$ cat src/rtl/rr_out_arbiter.sv
// Round-robin arbiter for one shared output bit: one-hot grant, a registered data channel and an IDLE/BUSY/GAP FSM.
// Define ARB_TIMEOUT_EN to revoke a grant after HOLD_MAX cycles and pulse timeout.
module rr_out_arbiter #(
  parameter int NREQ     = 4,
  parameter int HOLD_MAX = 8,
  parameter int CNT_W    = 8
) (
  input  logic            clk,
  input  logic            nrst,
  input  logic [NREQ-1:0] req,
  input  logic [NREQ-1:0] din,
  output logic [NREQ-1:0] gnt,
  output logic            busy,
  output logic            out,
  output logic            timeout
);
  localparam int PTR_W = $clog2(NREQ);

  if (CNT_W < $clog2(HOLD_MAX) || HOLD_MAX < 2 || HOLD_MAX > 255) begin : g_bad_cfg
    $error("rr_out_arbiter: HOLD_MAX must be 2..255 and CNT_W >= clog2(HOLD_MAX)");
  end

  typedef enum logic [1:0] {
    IDLE = 2'd0,
    BUSY = 2'd1,
    GAP  = 2'd2
  } state_t;

  state_t           state_q, state_d;
  logic [PTR_W-1:0] ptr_q, ptr_d, win_idx;
  logic [NREQ-1:0]  gnt_q, gnt_d;
  logic             out_q, out_d;

`ifdef ARB_TIMEOUT_EN
  logic [CNT_W-1:0] hold_cnt_q, hold_cnt_d;
  logic             timeout_q, timeout_d;
`endif

  // Scan downward so the last hit kept is the nearest requester after ptr.
  always_comb begin
    win_idx = ptr_q;
    for (int i = NREQ; i >= 1; i--) begin
      if (req[PTR_W'((int'(ptr_q) + i) % NREQ)]) begin
        win_idx = PTR_W'((int'(ptr_q) + i) % NREQ);
      end
    end
  end

  always_comb begin
    state_d = state_q;
    ptr_d   = ptr_q;
    gnt_d   = gnt_q;
    out_d   = out_q;
`ifdef ARB_TIMEOUT_EN
    hold_cnt_d = hold_cnt_q;
    timeout_d  = 1'b0;
`endif
    case (state_q)
      IDLE: begin
        gnt_d = '0;
        out_d = 1'b0;
        if (|req) begin
          state_d = BUSY;
          ptr_d   = win_idx;
          gnt_d   = NREQ'(1) << win_idx;
          out_d   = din[win_idx];
`ifdef ARB_TIMEOUT_EN
          hold_cnt_d = '0;
`endif
        end
      end
      BUSY: begin
`ifdef ARB_TIMEOUT_EN
        if (hold_cnt_q != CNT_W'(HOLD_MAX - 1)) begin
          hold_cnt_d = hold_cnt_q + 1'b1;
        end
`endif
        if (!req[ptr_q]) begin
          state_d = GAP;
          gnt_d   = '0;
          out_d   = 1'b0;
`ifdef ARB_TIMEOUT_EN
        end else if (hold_cnt_q == CNT_W'(HOLD_MAX - 1)) begin
          // Holder still requesting at the limit: revoke and flag it.
          state_d   = GAP;
          gnt_d     = '0;
          out_d     = 1'b0;
          timeout_d = 1'b1;
`endif
        end else begin
          out_d = din[ptr_q];
        end
      end
      GAP: begin
        state_d = IDLE;
        gnt_d   = '0;
        out_d   = 1'b0;
      end
      default: begin
        state_d = IDLE;
        gnt_d   = '0;
        out_d   = 1'b0;
      end
    endcase
  end

  always_ff @(posedge clk or negedge nrst) begin
    if (!nrst) begin
      state_q <= IDLE;
      ptr_q   <= PTR_W'(NREQ - 1);
      gnt_q   <= '0;
      out_q   <= 1'b0;
    end else begin
      state_q <= state_d;
      ptr_q   <= ptr_d;
      gnt_q   <= gnt_d;
      out_q   <= out_d;
    end
  end

`ifdef ARB_TIMEOUT_EN
  always_ff @(posedge clk or negedge nrst) begin
    if (!nrst) begin
      hold_cnt_q <= '0;
      timeout_q  <= 1'b0;
    end else begin
      hold_cnt_q <= hold_cnt_d;
      timeout_q  <= timeout_d;
    end
  end

  assign timeout = timeout_q;
`else
  assign timeout = 1'b0;
`endif

  assign gnt  = gnt_q;
  assign out  = out_q;
  assign busy = |gnt_q;

endmodule

$ cat config.mk
export PLATFORM = sky130hd
export DESIGN_NAME = rr_out_arbiter
export DESIGN_NICKNAME = d
export VERILOG_FILES = /design/src/rtl/rr_out_arbiter.sv
export SDC_FILE = /design/constraint.sdc
export NUM_CORES = 1
export LEC_CHECK = 0
export ABC_AREA = 1
export ABC_CLOCK_PERIOD_IN_PS = 2600
export BUFFER_PORTS_ARGS = -buffer_cell sky130_fd_sc_hd__buf_2
export CORE_MARGIN = 3
export CORE_UTILIZATION = 48
export CTS_CLUSTER_DIAMETER = 40
export DETAILED_ROUTE_END_ITERATION = 16
export GPL_ROUTABILITY_DRIVEN = 0
export HOLD_SLACK_MARGIN = 0.02
export PLACE_DENSITY = 0.73
export SYNTH_ARGS = -nofsm -noshare
export SYNTH_HDL_FRONTEND = slang
export SYNTH_SLANG_ARGS = --single-unit
$ cat constraint.sdc
create_clock -name clk -period 2.6 [get_ports clk]
set_input_delay 0.52 -clock clk [delete_from_list [all_inputs] [get_ports clk]]
set_output_delay 0.52 -clock clk [all_outputs]
set_load 0.1 [all_outputs]
==> impl_metrics.json <==
{
  "outcome": "completed",
  "rsz0062_at_grt": "false",
  "startpoint": "ptr_q[0]",
  "dieWidth_um": 43.8,
  "finalCritPeriodShare_pct": 71.0,
  "syn_area_sq_um": 687,
  "track_usage_pct": 17.3,
  "synth_top_family_by_area": "simple AND/OR/NAND/NOR gates",
  "syn_nets": 114,
  "die_area_sq_mm": 0.00192,
  "path_class": "reg -> reg",
  "antennaDiodeCount": 0,
  "numPortBuffers": 15,
  "drt_iter0_markers": 34,
  "cp.required_ns": 2.74,
  "grt_pass1_wl_um": 2490,
  "wl_per_cell_um": 11.3,
  "antenna_found_initial": 0,
  "area_delta_synth_final_pct": 14.8,
  "maxCapViolCount": 0,
  "nets": 132,
  "ys_ff_latch": 9,
  "post_cts_buffers": 0,
  "critPathCaptureType": "flop",
  "cp-start-kind": "flop",
  "drtPass1Iterations": 4,
  "final_cell_mix": "nand2_1, inv_1, buf_2, nand3_1, nand2_2",
  "finalSetupViolations": 0,
  "drive_gt1_share_pct": 30.6,
  "hold_buffers": 0,
  "cts_resized": 0,
  "io_pins": 17,
  "grt_pass1_vias": 590,
  "cts_buffers": 3,
  "final_core_util_pct": 59.8,
  "skew_ns": 0.00479,
  "dp_hpwl_um": 1180,
  "layout_min_cycle_time_ns": 1.85,
  "min-delay-path-class": "in -> async",
  "maxSlewViolCount": 0,
  "synthMuxAreaShare_pct": 0,
  "drc": 0,
  "insertion_delay_ns": 0.25,
  "synth-compound-area-share_pct": 9.29,
  "grt_overflow": 0,
  "fp.dieH_um": 43.8,
  "max_freq_mhz": 542,
  "drt-total-wl_um": 1530,
  "synth-xor-area-share_pct": 0,
  "final_common_cell": "nand2_1",
  "synthCells": 104,
  "cts-htree-levels": 1,
  "clock-sinks": 9,
  "root_buffer": "clkbuf_4",
  "cts_buffer_depth": 2,
  "ant_nets": 0,
  "yosys.cell_types.count": 22,
  "viasPerCell": 5.18,
  "finalSetupTns_ns": 0,
  "start_util_pct": 52.1,
  "clk_pin_slew_worst_paths_ns": 0.06,
  "yosysSeqAreaShare_pct": 33.2,
  "vias": 704,
  "tritoncts": "built",
  "postSynthAreaPerCell_sq_um": 6.60,
  "cp_data_arrival_time_ns": 1.99,
  "hold_viol": 0,
  "synthAdderAreaFrac_pct": 0,
  "coreArea_sq_mm": 0.00132,
  "grt_max_degree": 12,
  "yosys.area_share.simple_pct": 42.8,
  "ys_warn_count": 0,
  "regToRegStartpoint": "ptr_q[0]",
  "std_cell_rows": 13,
  "path_max_fanout": 11
}
kinds of logic (layout without fill, tap and decap cells):
logic type      after synthesis  in the layout
compound gates               11             11
flops                         9              9
other cells                   1              1
buf+inv                      23             40
simple gates                 60             60
critical path, stage by stage (launching register included):
cell     delay, ns
dfstp_2       0.66
inv_2         0.13
nand2_1       0.10
nand2_1       0.08
nand2_2       0.09
nand2_4       0.06
nor2_4        0.08
nand2_2       0.07
nand2_2       0.12
nand2_1       0.08
nand3_2       0.07
nand3_1       0.07
nand2_1       0.07
nand2_1       0.05
cell type report:
class	count	area (sq um)
Clock buffer	4	26.3
Timing Repair Buffer	15	75.1
Tap cell	15	18.8
Sequential cell	9	228
Multi-Input combinational cell	72	362
Inverter	21	78.8
Fill cell	120	529
final timing paths:
path | to | slack [ns] | depth (start not counted)
max | out | 0.75 | 13
min | gnt[0] | 0.10 | 1
max reg2reg | out | 0.75 | 13
min reg2reg | state_q[1] | 0.52 | 3
max in group asynchronous | ptr_q[0] | 2.25 | 1
min in group clk | state_q[1] | 0.52 | 3
stage by stage:
| stage | setup WS, ns | cells | cell area (sq um) | hold WS [ns] |
|---|---|---|---|---|
| after floorplan | 0.232 | 104 | 687 | 0.224 |
| after global placement | 0.882 | 132 | 762 | 0.378 |
| after detailed placement | 0.795 | 132 | 762 | 0.382 |
| after CTS | 0.782 | 136 | 788 | 0.107 |
| after global routing | 0.597 | 136 | 788 | 0.102 |
| final | 0.755 | 136 | 788 | 0.102 |
synth_stat cells:
master	n	area (sq um)
nor2_1	4	15.0
nand3b_1	1	7.51
dfstp_2	2	52.6
conb_1	1	3.75
nand4_1	1	6.26
nand2_2	8	50.1
o22ai_1	2	12.5
inv_1	17	63.8
nor4_1	1	6.26
buf_4	1	7.51
dfrtp_1	7	175
nand3_1	9	45.0
nand2_1	32	120
o21ai_2	1	8.76
nor2_4	1	11.3
a21oi_1	3	15.0
nand3_2	1	10.0
inv_2	4	15.0
buf_6	1	11.3
o21ai_0	4	20.0
nand2_4	2	22.5
a22oi_1	1	7.51
metal layers:
metal	part of all wire, %	wire length [um]	global-route usage (%)
met5	0	0	0
met4	0.98	15	5.42
met3	8.0	122	6.22
met2	46	697	25.3
met1	45	694	23.8
flip-flops by register name, summed over array words and instances (netlist names):
| name | cells |
|---|---|
| ptr_q | 2 |
| gnt | 4 |
| out | 1 |
| state_q | 2 |
Power is not shown: default switching activity piles up to over one toggle a cycle in this logic, so the estimate is an artifact.
